## src/rtl/bitlogic_pkg.sv

```systemverilog
// Shared definitions for the chunked bitwise-logic sequencer: op encoding and FSM state type.
package bitlogic_pkg;

    typedef enum logic [1:0] {
        OP_AND = 2'b00,
        OP_OR  = 2'b01,
        OP_XOR = 2'b10,
        OP_NOR = 2'b11
    } op_t;

    typedef enum logic [1:0] {
        S_IDLE = 2'b00,
        S_RUN  = 2'b01,
        S_DONE = 2'b10
    } state_t;

endpackage

```

## src/rtl/bitlogic_slice.sv

```systemverilog
// Combinational CHUNK-wide bitwise operator; one slice of the result per cycle.
module bitlogic_slice
    import bitlogic_pkg::*;
#(
    parameter int CHUNK = 8
) (
    input  logic [CHUNK-1:0] a,
    input  logic [CHUNK-1:0] b,
    input  op_t              op,
    output logic [CHUNK-1:0] y
);

    always_comb begin
        y = '0;
        case (op)
            OP_AND:  y = a & b;
            OP_OR:   y = a | b;
            OP_XOR:  y = a ^ b;
            OP_NOR:  y = ~(a | b);
            default: y = '0;
        endcase
    end

endmodule

```

## src/rtl/bitlogic_seq.sv

```systemverilog
// Sequential bitwise-logic unit: applies op to latched A/B one CHUNK per cycle.
// Optional result-is-zero flag enabled by defining BITLOGIC_ZERO_FLAG_EN.
//
// state  | meaning
// S_IDLE | waiting for start; out/zero hold last result
// S_RUN  | writing one result slice per cycle, idx = slice being written
// S_DONE | single-cycle completion pulse, then back to S_IDLE
module bitlogic_seq
    import bitlogic_pkg::*;
#(
    parameter int WIDTH = 32,
    parameter int CHUNK = 8
) (
    input  logic             clk,
    input  logic             reset,
    input  logic             start,
    input  logic [1:0]       op,
    input  logic [WIDTH-1:0] A,
    input  logic [WIDTH-1:0] B,
    output logic [WIDTH-1:0] out,
    output logic             busy,
    output logic             done,
    output logic             zero
);

    localparam int N     = WIDTH / CHUNK;
    localparam int IDX_W = (N > 1) ? $clog2(N) : 1;
    localparam logic [IDX_W-1:0] IDX_LAST = IDX_W'(N - 1);

    state_t           state;
    logic [IDX_W-1:0] idx;
    logic [WIDTH-1:0] a_l;
    logic [WIDTH-1:0] b_l;
    op_t              op_l;
    logic [CHUNK-1:0] a_sl;
    logic [CHUNK-1:0] b_sl;
    logic [CHUNK-1:0] y_sl;
    logic [WIDTH-1:0] out_next;

    assign a_sl = a_l[int'(idx)*CHUNK +: CHUNK];
    assign b_sl = b_l[int'(idx)*CHUNK +: CHUNK];

    bitlogic_slice #(.CHUNK(CHUNK)) u_slice (
        .a  (a_sl),
        .b  (b_sl),
        .op (op_l),
        .y  (y_sl)
    );

    // Result with the current slice merged in; also feeds the zero flag.
    always_comb begin
        out_next = out;
        out_next[int'(idx)*CHUNK +: CHUNK] = y_sl;
    end

    always_ff @(posedge clk) begin
        if (reset) begin
            state <= S_IDLE;
            idx   <= '0;
            a_l   <= '0;
            b_l   <= '0;
            op_l  <= OP_AND;
            out   <= '0;
            busy  <= 1'b0;
            done  <= 1'b0;
        end else begin
            case (state)
                S_IDLE: begin
                    if (start) begin
                        a_l   <= A;
                        b_l   <= B;
                        op_l  <= op_t'(op);
                        out   <= '0;
                        idx   <= '0;
                        busy  <= 1'b1;
                        state <= S_RUN;
                    end
                end
                S_RUN: begin
                    out <= out_next;
                    if (idx == IDX_LAST) begin
                        done  <= 1'b1;
                        state <= S_DONE;
                    end else begin
                        idx <= idx + 1'b1;
                    end
                end
                S_DONE: begin
                    done  <= 1'b0;
                    busy  <= 1'b0;
                    idx   <= '0;
                    state <= S_IDLE;
                end
                default: begin
                    done  <= 1'b0;
                    busy  <= 1'b0;
                    idx   <= '0;
                    state <= S_IDLE;
                end
            endcase
        end
    end

`ifdef BITLOGIC_ZERO_FLAG_EN
    always_ff @(posedge clk) begin
        if (reset)
            zero <= 1'b0;
        else if (state == S_IDLE && start)
            zero <= 1'b0;
        else if (state == S_RUN && idx == IDX_LAST)
            zero <= (out_next == '0);
    end
`else
    assign zero = 1'b0;
`endif

endmodule

```

## config.mk

```make
export PLATFORM = sky130hd
export DESIGN_NAME = bitlogic_seq
export DESIGN_NICKNAME = d
export VERILOG_FILES = /design/src/rtl/bitlogic_pkg.sv /design/src/rtl/bitlogic_slice.sv /design/src/rtl/bitlogic_seq.sv
export SDC_FILE = /design/constraint.sdc
export NUM_CORES = 1
export LEC_CHECK = 0
export CORE_MARGIN = 5
export CORE_UTILIZATION = 35
export DETAILED_ROUTE_END_ITERATION = 16
export GPL_TIMING_DRIVEN = 1
export PLACE_DENSITY = 0.55
export SYNTH_ARGS = -nofsm -noshare
export SYNTH_HDL_FRONTEND = slang
export SYNTH_SLANG_ARGS = --single-unit
```

## constraint.sdc

```tcl
create_clock -name clk -period 4.7 [get_ports clk]
set_input_delay 0.94 -clock clk [delete_from_list [all_inputs] [get_ports clk]]
set_output_delay 0.94 -clock clk [all_outputs]
set_load 0.03 [all_outputs]
```

==> run metrics, run 1 <==
CP Launch Point idx[1]; Mapped Nets 589; setup tns final 0 ps; cts repair resizes 0; Worst-Skew Late Latency ~340 ps; minimum clock period 2710 ps; share of layout cells above drive strength 1 8.02%; synthesized flop and latch total ~100; initial antenna violation count 0; post-synthesis sequential area ratio a little under half; synth unique cells 31; most common cell after layout, fill and taps aside nand2_1; final instance area 5940 µm²; Final Util 47.3%; Initial DRC Count 157; Slew HR between 20% and 30%; total core area 12600 µm²; routability cong. slightly below 0.8; Detail Route Antenna Nets 0; full die area 15200 µm²; Leak between 2 and 2.5 nW; CP arrival a little under 3000 ps; hold_sp b_l[30]; Layout area overhead 32.6%; worst path required time 4960 ps; Fin. Hold Viols 0; # fillers 1190; Fmax 0.369 GHz; NetSw 0.487 mW; Post-synth EDFFs 0; syn avg cell area between 8 and 9 µm²; Reg power frac 45.9%; Worst Max-Slew Pin Slew 1190 ps; CP endpoint kind flip-flop; DRT Wirelength 11.1 mm; largest net degree at the start of global routing 72; setup bufs post-CTS 0; Mapped Area 4480 µm²; global-route wire length before repair between 15 and 20 mm; nets 670; wire length per cell roughly 15 µm; YS warnings 0; Power Density about 350 nW/µm²; final hold slack 454 ps; MaxCap Viol Count 0; VDD IR max 0.000181 V; Clock power frac a little over two fifths; critical path type flip-flop to flip-flop; combinational cell fraction of total power 12.2%; DP HPWL 8.10 mm; row count a little over 40; Die X 123 µm; Final Power 2.05 mW; Hold Crit Class flip-flop to flip-flop; Pre-Repair DR Iteration Count 5; fin crit share around 58%; Synth Instances 500; Worst R2R Start idx[1]; unrepaired setup endpoints after global routing no; Synth Flop Type dfxtp_1; CP Max Fanout 20; I/O pin cnt 104; H-Tree Depth 3; Clock Sinks 104; DRC 0; TritonCTS clock tree built; initial core utilization 35.7%; Port-buffer cells between 100 and 150; Clock Skew 15.7 ps; CTS buffer count 9; Pins Over Slew Limit 0; DR vias/cell 4.83; Die Ht approximately 120 µm; Placed Instance Area 5590 µm²; vias in the first global route 3608; Hold Buf Count CTS 0; root cell of the clock tree clkbuf_16; final setup fails 0; Int Pwr 1.57 mW; Max Root-Sink Buffers 2; Congestion Overflow GR 0; Post-synth ARST share 0%; run status completed; Worst setup SP type flip-flop; # diodes 0; vias 3659; register clock-pin slew on the reported worst setup and hold paths 70 ps; total track usage 15.1%; Sw Ratio 23.7%; most frequent cells in the layout 138 x nand2_1, 104 x dfxtp_1, 101 x clkdlybuf4s50_1
## metrics by stage
step	instances	setup slack (ps)
finish	758	1990
global route	758	1740
CTS	758	1990
detailed placement	742	1640
global placement	742	1690
floorplan	500	2260
## logic make-up after synthesis
group	Yosys count	share of synthesized area (%)
multiplexers	23	9.80
buffers and inverters	54	5.00
adder cells (fa/ha/maj)	20	5.58
flip-flops	104	46.5
other	1	0.0837
AND/OR/NAND/NOR	175	16.2
AO/OA/AOI/OAI	123	16.9
## final timing paths
path,end,slack (ps),cells past startpoint
setup / recovery,out[24],1990,5
hold reg to reg,b_l[30],450,2
hold / removal,b_l[30],450,2
setup reg to reg,out[24],1990,5
## synthesized netlist by cell type, types with 8 or more instances
master	instances	share of area, %
clkbuf_1	23	1.9
o2bb2ai_1	24	4.7
a22o_1	8	1.6
mux4_2	16	8.0
nor2_1	17	1.4
nand2_1	138	12
dfxtp_1	104	46
ha_1	20	5.6
inv_1	19	1.6
a21oi_1	81	9.0
## power by group through the flow
stage	combinational, mW	sequential [mW]	clock [mW]
after floorplan	0.157	0.955	0
after global placement	0.250	0.962	0
after detailed placement	0.254	0.963	0
after CTS	0.255	0.943	0.877
after global routing	0.282	0.948	0.919
final	0.251	0.943	0.860
## state kept, by name (all words and copies together) (netlist names)
register	flops
state	2
busy	1
op_l	2
b_l	32
out	32
idx	2
a_l	32
done	1
## critical path, stage by stage (launching register included)
cell and delay, ps:
dfxtp_1 990, inv_1 220, ha_1 320, or3_4 420
or3b_1 510, o2bb2ai_1 180
## layout make-up
cell class	instances	area (µm²)	share of cell area (%)
repair buffers	105	1040	17.5
multi-input cells	342	2180	36.8
clock inverters	7	125	2.11
well taps	172	215	3.62
flip-flops and latches	104	2080	35.0
clock buffers	9	225	3.79
inverters	19	71.3	1.20
## routing by layer
layer / track usage [%] / vias up / routed length [µm]
met2: 24.0 / 97 / 5090
met3: 3.20 / 11 / 638
met4: 3.88 / 0 / 119
met1: 21.0 / 1676 / 5250
li1: - / 1875 / -
met5: 0 / - / 0
Power figures use the tool's default switching activity.
==> run 2, diff against run 1 <==
--- a/config.mk
+++ b/config.mk
@@ -9,7 +9,7 @@
 export CORE_UTILIZATION = 35
 export DETAILED_ROUTE_END_ITERATION = 16
 export GPL_TIMING_DRIVEN = 1
-export PLACE_DENSITY = 0.55
+export PLACE_DENSITY = 0.58
 export SYNTH_ARGS = -nofsm -noshare
 export SYNTH_HDL_FRONTEND = slang
 export SYNTH_SLANG_ARGS = --single-unit
==> constraint.sdc (replaced) <==
create_clock -name clk -period 2.2 [get_ports clk]
set_input_delay 0.44 -clock clk [delete_from_list [all_inputs] [get_ports clk]]
set_output_delay 0.44 -clock clk [all_outputs]
set_load 0.03 [all_outputs]
==> run 2 against run 1 <==
Via count grew 3.4%; wire length increased by 6.0%; largest power group unchanged; utilization rose by 2.4 points; setup slack got worse by 2000 ps; sequential power up 110%; clock power up 110%; sequential share of layout area decreased by 1.6 points; first-iteration DRC count increased by 54%; highest routed layer unchanged; die area stayed put; cell count increased by 2.9%; non-clock buffer count rose by 22; largest cell class unchanged.
==> run metrics, run 2 (same netlist as run 1, synthesis figures left out) <==
Final Power 4.41 mW; CP max stage delay ~550 ps; Reg power frac 45.6%; initial antenna violation count 0; CTS buffer count 9; register clock-pin slew on the reported worst setup and hold paths about 70 ps; Placed Cells 757; vias 3784; root cell of the clock tree clkbuf_16; Die Ht 123 µm; initial core utilization ~36%; Pre-Repair DR Iteration Count 4; DRC 0; Hold Buf Count CTS 0; CP endpoint kind flip-flop; combinational cell fraction of total power approximately 14%; DP HPWL around 8.5 mm; Clock Skew 8.97 ps; row count 41; CP max stage cell mux4_2; total core area 12600 µm²; most common cell after layout, fill and taps aside nand2_1; H-Tree Depth 3; largest net degree at the start of global routing 72; routability cong. 0.759; Final WS setup between 30 and 40 ps; Worst Max-Slew Pin Slew 828 ps; unrepaired setup endpoints after global routing yes; wire length per cell 15.1 µm; final setup fails 0; Detail Route Antenna Nets 0; Sw Ratio roughly a quarter; Max Root-Sink Buffers 2; critical path, cell by cell buf_12 > mux4_2 > inv_2 > ha_1 > mux2_2 > a21oi_4 > buf_6 > o2bb2ai_1; Int Pwr between 3 and 4 mW; CP top delay family multiplexers; DRT Wirelength 11.8 mm; DP Worst Slack -100 ps; VDD IR max around 0.00036 V; full die area roughly 15000 µm²; Placed Instance Area between 5000 and 6000 µm²; MaxCap Viol Count 0; nets 692; Layout area overhead 39.2%; Final Util 49.6%; # diodes 0; Non-Filler Instances 780; Port-buffer cells about 100; critical path type flip-flop to flip-flop; Leak 2.28 nW; global-route wire length before repair between 15 and 20 mm; Worst-Skew Late Latency 340 ps; Initial DRC Count 242; NetSw 1.06 mW; TritonCTS clock tree built; Congestion Overflow GR 0; Top Registers a_l (32), b_l (32), out (32); Hold Crit Class flip-flop to flip-flop; I/O pin cnt roughly 100; # fillers about 1200; run status completed; DR vias/cell 4.85; Die X 123 µm; most frequent cells in the layout 138 x nand2_1, 103 x dfxtp_1, 101 x clkdlybuf4s50_1; Clock Sinks 104; final instance area approximately 6200 µm²; total track usage 15.7%; fin crit share 98.5%; minimum clock period approximately 2200 ps; Fmax 0.462 GHz; CP Max Fanout 8; Worst setup SP type flip-flop; worst path required time ~2400 ps; CP arrival between 2000 and 2500 ps; vias in the first global route 3734; Power Density roughly 710 nW/µm²; Slew HR between 40% and 50%; Pins Over Slew Limit 0; Fin. Hold Viols 0; Clock power frac 40.0%; WP buf/inv 3; share of layout cells above drive strength 1 14.0%
[run 2: cell count changes in the layout (fill, tap and decap cells not counted), sizes merged]
cell | before | now
buf | 4 | 26
clkbuf | 9 | 11
bufinv | 3 | 2
clkinv | 2 | 1
[run 2: through the flow]
stage | TNS [ps] | hold slack [ps]
after detailed placement | -728 | 445
after CTS | 0 | 455
after global placement | -553 | 440
final | 0 | 454
after global routing | -559 | 475
after floorplan | 0 | 433
[run 2: power by group through the flow]
stage	Sequential, mW	Clock, mW	Combinational, mW
2_1_floorplan	2.04	0	0.335
3_3_place_gp	2.05	0	0.582
3_5_place_dp	2.05	0	0.595
4_1_cts	2.01	1.81	0.616
5_1_grt	2.02	1.88	0.701
6_report	2.01	1.77	0.633
[run 2: what timing repair did]
action / 4_1_cts / 5_1_grt
buffers inserted: 3 / 3
gates cloned: 1 / 0
resized for setup: 6 / 15
pin swaps: 0 / 3
endpoints found under the setup margin: 17 / 29
[run 2: per-layer routing]
layer	track usage, %	up-vias	routed length (µm)
li1	-	1917	-
met4	3.60	0	130
met3	2.93	12	591
met5	0	-	0
met1	21.7	1762	5420
met2	25.7	93	5620
[run 2: layout make-up]
cell class	count	area, µm²	share of cell area [%]
tap	172	215	3.45
clock buffer	11	253	4.05
inverter	19	71.3	1.14
sequential	104	2090	33.4
clock inverter	5	86.3	1.38
multi-input combinational	342	2240	35.9
timing repair buffer	127	1290	20.7
[run 2: worst reg2reg max path, delay by kind of cell (launching register included)]
family          cells  cell delay, ps
mux                 2             850
flops               1             400
buf+inv             3             350
compound gates      2             230
fa+ha+maj           1             210
[run 2: worst paths after layout]
path,from,endpoint,slack (ps),cells after the start
setup / recovery,idx[0],out[24],30,8
hold / removal,b_l[13],b_l[13],450,2
setup reg to reg,idx[0],out[24],30,8
hold reg to reg,b_l[13],b_l[13],450,2
